## config.mk

```make
export PLATFORM = sky130hd
export DESIGN_NAME = multiplier_tiled_iter
export DESIGN_NICKNAME = d
export VERILOG_FILES = /design/src/rtl/mul_pkg.sv /design/src/rtl/mul_tile_dsp.sv /design/src/rtl/multiplier_tiled_iter.sv
export SDC_FILE = /design/constraint.sdc
export NUM_CORES = 2
export LEC_CHECK = 0
export ABC_AREA = 1
export CAP_MARGIN = 20
export CORE_ASPECT_RATIO = 0.75
export CORE_UTILIZATION = 62
export CTS_BUF_LIST = sky130_fd_sc_hd__clkbuf_4
export DETAILED_ROUTE_END_ITERATION = 6
export MAX_ROUTING_LAYER = met4
export PLACE_DENSITY = 0.84
export SETUP_SLACK_MARGIN = 0.05
export SKIP_LAST_GASP = 1
export SLEW_MARGIN = 10
export SYNTH_ARGS = -nofsm -noshare
export SYNTH_HDL_FRONTEND = slang
export SYNTH_SLANG_ARGS = --single-unit
```

## constraint.sdc

```tcl
create_clock -name clk -period 17.2 [get_ports clk]
set_clock_uncertainty 0.1 [all_clocks]
set_input_delay 3.44 -clock clk [delete_from_list [all_inputs] [get_ports clk]]
set_output_delay 3.44 -clock clk [all_outputs]
set_load 0.01 [all_outputs]
```

## src/rtl/mul_pkg.sv

```systemverilog
// Shared definitions for the Barrett multiplier datapath: default widths,
// the iterative multiplier FSM state type and the tile-count helper.
package mul_pkg;

  localparam int MUL_SIZE_DEF = 56;
  localparam int RADIX_DEF    = 54;
  localparam int TILE_DEF     = 18;

  typedef enum logic [1:0] {
    IDLE = 2'd0,
    MAC  = 2'd1,
    DONE = 2'd2
  } mul_state_t;

  function automatic int tile_count(input int width, input int tile);
    return (width + tile - 1) / tile;
  endfunction

endpackage

```

## src/rtl/mul_tile_dsp.sv

```systemverilog
// Unsigned TILE x TILE multiply, sized to land in a single DSP slice.
module mul_tile_dsp #(
  parameter int TILE = 18
) (
  input  logic [TILE-1:0]   x,
  input  logic [TILE-1:0]   y,
  output logic [2*TILE-1:0] p
);

  assign p = x * y;

endmodule

```

## src/rtl/multiplier_tiled_iter.sv

```systemverilog
// Iterative tiled multiplier: one tile multiplier reused for NT*NT cycles,
// shifted partial products accumulated into a full-width product.
module multiplier_tiled_iter
  import mul_pkg::*;
#(
  parameter int MUL_SIZE = MUL_SIZE_DEF,
  parameter int RADIX    = RADIX_DEF,
  parameter int TILE     = TILE_DEF
) (
  input  logic                  clk,
  input  logic                  rst,
  input  logic                  in_valid,
  output logic                  in_ready,
  input  logic [MUL_SIZE-1:0]   a,
  input  logic [MUL_SIZE-1:0]   b,
  output logic                  out_valid,
  input  logic                  out_ready,
  output logic [2*MUL_SIZE-1:0] prod,
  output logic [1:0]            res_upper,
  output logic [RADIX-1:0]      res_mid
);

  localparam int NT     = tile_count(MUL_SIZE, TILE);
  localparam int EXT_W  = NT * TILE;
  localparam int PROD_W = 2 * MUL_SIZE;
  localparam int IW     = (NT > 1) ? $clog2(NT) : 1;
  localparam logic [IW-1:0] LAST = IW'(NT - 1);

  generate
    if (RADIX > MUL_SIZE - 2) begin : g_bad_radix
      $error("multiplier_tiled_iter: RADIX must not exceed MUL_SIZE-2");
    end
  endgenerate

  mul_state_t        state;
  logic [EXT_W-1:0]  a_reg, b_reg;
  logic [PROD_W-1:0] acc, prod_reg;
  logic [IW-1:0]     i_reg, j_reg;
  logic              out_valid_reg;

  logic [TILE-1:0] a_tiles [NT];
  logic [TILE-1:0] b_tiles [NT];

  genvar gi;
  generate
    for (gi = 0; gi < NT; gi++) begin : g_tiles
      assign a_tiles[gi] = a_reg[gi*TILE +: TILE];
      assign b_tiles[gi] = b_reg[gi*TILE +: TILE];
    end
  endgenerate

  logic [TILE-1:0]   tile_a, tile_b;
  logic [2*TILE-1:0] tile_p;
  logic [PROD_W-1:0] pp_shifted, acc_next;

  assign tile_a = a_tiles[i_reg];
  assign tile_b = b_tiles[j_reg];

  mul_tile_dsp #(.TILE(TILE)) u_tile_dsp (
    .x(tile_a),
    .y(tile_b),
    .p(tile_p)
  );

  // Each shifted partial product is bounded by a*b, so keeping only the low
  // PROD_W bits never drops a set bit.
  assign pp_shifted = PROD_W'(tile_p) << (TILE * (32'(i_reg) + 32'(j_reg)));
  assign acc_next   = acc + pp_shifted;

  assign in_ready  = (state == IDLE) || ((state == DONE) && out_ready);
  assign out_valid = out_valid_reg;
  assign prod      = prod_reg;
  assign res_upper = prod_reg[2*RADIX+3 -: 2];
  assign res_mid   = prod_reg[2*RADIX-1 -: RADIX];

  always_ff @(posedge clk or posedge rst) begin
    if (rst) begin
      state         <= IDLE;
      a_reg         <= '0;
      b_reg         <= '0;
      acc           <= '0;
      prod_reg      <= '0;
      i_reg         <= '0;
      j_reg         <= '0;
      out_valid_reg <= 1'b0;
    end else begin
      case (state)
        IDLE: begin
          if (in_valid) begin
            a_reg <= EXT_W'(a);
            b_reg <= EXT_W'(b);
            acc   <= '0;
            i_reg <= '0;
            j_reg <= '0;
            state <= MAC;
          end
        end
        MAC: begin
          acc <= acc_next;
          if (j_reg == LAST) begin
            j_reg <= '0;
            if (i_reg == LAST) begin
              i_reg         <= '0;
              prod_reg      <= acc_next;
              out_valid_reg <= 1'b1;
              state         <= DONE;
            end else begin
              i_reg <= i_reg + 1'b1;
            end
          end else begin
            j_reg <= j_reg + 1'b1;
          end
        end
        DONE: begin
          if (out_ready) begin
            out_valid_reg <= 1'b0;
            if (in_valid) begin
              a_reg <= EXT_W'(a);
              b_reg <= EXT_W'(b);
              acc   <= '0;
              i_reg <= '0;
              j_reg <= '0;
              state <= MAC;
            end else begin
              state <= IDLE;
            end
          end
        end
        default: state <= IDLE;
      endcase
    end
  end

endmodule

```

==> run summary <==
Drt drc - 0
CTS tree - done
Detailed Place HPWL - 106 mm
Tcrit/Tclk final - 68.6%
Clk root buf - clkbuf_4
Die Span Y - 210 um
Highest clock rate - 84.8 MHz
Number of flops mapped to enable cells by yosys - 0
CP max stage delay - 750 ps
Slew Limit Fails - 0
Design area - 40000 um2
Mapped Nets - 5491
Setup TNS - 0 ps
Largest net degree at the start of global routing - 99
#FFs+latches synth - 343
Final wirelength - 133 mm
RSZ-0062 raised after global routing - no
Critical path buffer and inverter count - 5
Worst path slowest cell - a21boi_0
Synth-to-Final Area Change - 12.2%
Top cell type's share of synthesized area - 24.1%
Setup Buffers After CTS - 0
Worst Max-Slew Pin Slew - 1320 ps
Worst-path fanout max - 21
Synth unique cells - 62
IO Count - 286
CTS H-Tree Depth - 3
Hold Fails Final Rpt - 0
Post-synth top area cell - dfrtp_1
Place WS - 6110 ps
Register area share after synthesis - 24.1%
Initial antenna violation count - 4
Avg WL per Cell - 22.5 um
Primary FF master, synth - dfrtp_1
DR pass1 iterations - 6
Asr flop ratio synth - 100%
Fill cells - 4482
Row cnt - 75
Top post-synthesis cells by area - dfrtp_1 (24%), fa_1 (14%), nand2_1 (14%), ha_1 (7.9%), inv_1 (7.9%)
Post-cts resize count - 0
Via count - 35980
Longest Clk Path Bufs - 3
Port-buffer cells - 285
Type of the tightest min-delay check - register to register
CTS Hold Bufs - 0
First-pass GRT wire length - 202 mm
Clk_lat worst skew - 940 ps
Iter 0 DRT Violations - 5165
DIE AREA - 58400 um2
Mapped Area - 35600 um2
Syn avg cell area - 7.28 um2
Fin crit period - 11790 ps
Crit end category - register
Worst setup path class - register to register
Max_slew headroom - 11.2%
Max cap viols - 0
Dpl cell area - 38900 um2
Vias per cell - 6.09
Fraction of layout cells with a size suffix above 1 - 8.57%
CTS buffer count - 88
NumNets Final - 5708
Synthesized instance count - 4893
Total GRT Usage - 47.1%
Antenna-violating nets left - 0
Starting Density - 63.3%
Core ar. - 56300 um2
Outcome - complete, no violations
Overflow after GRT - 0
CP startpoint kind - register
Worst Path Required - 17840 ps
Die X - 279 um
CP delay by family, top - compound AO/OA/AOI/OAI gates
Gpl congestion - 1.13
Final WS setup - 5410 ps
CP arrival - 12440 ps
Clk sinks - 343
Endpoints failing setup - 0
Clk slew on worst S/H paths - 70 ps
Vias in the first global route - 34583
Synth Warn # - 0
worst paths after layout:
kind / startpoint / endpoint / slack [ps] / cells after the start
hold / removal: prod[44] / prod[44] / 390 / 2
setup reg to reg: j_reg[1] / acc[83] / 5410 / 39
min in group asynchronous: rst / prod[11] / 2950 / 2
setup / recovery: j_reg[1] / acc[83] / 5410 / 39
max in group asynchronous: rst / acc[67] / 11620 / 4
hold reg to reg: prod[44] / prod[44] / 390 / 2
cell families (layout without fill, tap and decap cells):
| logic type | after synthesis | after routing | share of synthesized area, % |
|---|---|---|---|
| flops | 343 | 343 | 24.1 |
| mux | 112 | 112 | 3.54 |
| simple gates | 2109 | 2109 | 24.6 |
| buf+inv | 980 | 1259 | 11.1 |
| xor+xnor | 79 | 79 | 1.96 |
| fa+ha+maj | 482 | 482 | 22.4 |
| compound gates | 788 | 788 | 12.4 |
| other cells | 0 | 4 | 0 |
cells in the final DEF (no fill, tap or decap), types with 11 or more instances in the layout:
cell,n
a21oi_1,248
a31oi_1,21
a32o_1,19
buf_4,59
clkbuf_4,125
clkdlybuf4s50_1,285
clkinv_1,16
dfrtp_1,343
fa_1,257
ha_1,223
inv_1,742
inv_2,16
mux2_2,112
nand2_1,1285
nand2_2,16
nand3_1,260
nand3_2,11
nand3b_1,27
nand4_1,30
nor2_1,394
nor2_2,11
nor3_1,15
o21ai_0,338
o21ai_1,52
o21ai_2,27
o21bai_1,20
or2_1,15
or2_2,19
xnor2_1,29
xor2_1,49
per-layer routing:
layer | wire length, um | GRT usage (%)
met5 | 0 | -
met4 | 4980 | 15.3
met3 | 20300 | 16.2
met2 | 53400 | 63.9
met1 | 54200 | 65.5
cells in the mapped netlist, types with 6 or more instances:
library cell,n
nand3b_1,27
buf_4,56
nor2_2,11
o21ai_1,65
a21oi_2,8
nand2_1,1286
buf_2,40
fa_1,258
a21oi_1,248
nand4_1,30
nand3_2,11
buf_1,22
nor2_1,395
or2_1,15
nor4_1,10
a31oi_1,21
nand2_2,16
xnor2_1,29
mux2_2,112
o21bai_1,20
clkbuf_1,100
o21ai_0,338
inv_1,746
xor2_1,49
inv_2,14
ha_1,224
o211ai_1,8
nand3_1,261
o21a_1,6
a21boi_0,6
o21ai_2,14
or2_2,19
dfrtp_1,343
nor3_1,15
a21o_1,9
a32o_1,19
area by class of cell:
class,count,area (um2),area share (%)
multi-input combinational,3570,23200,58.0
sequential,343,8580,21.5
timing repair buffer,345,3320,8.30
inverter,762,2870,7.18
clock buffer,125,938,2.35
tap,731,915,2.29
clock inverter,27,159,0.398
antenna,4,10.0,0.0250
stage by stage:
step	util, %	hold slack, ps	std cells
after floorplan	-	355	4893
after global placement	69.0	365	5751
after detailed placement	69.0	372	5751
after CTS	71.0	390	5903
after global routing	71.0	403	5907
final	71.0	388	5907
worst min-delay path: cells and delay by family, from the launching register on:
family           cells  cell delay (ps)
AND/OR/NAND/NOR      2              110
flip-flops           1              340
Power is left out: the tool's default activity adds up to more than one toggle a clock period on the data nets, which glitch-free logic cannot reach.
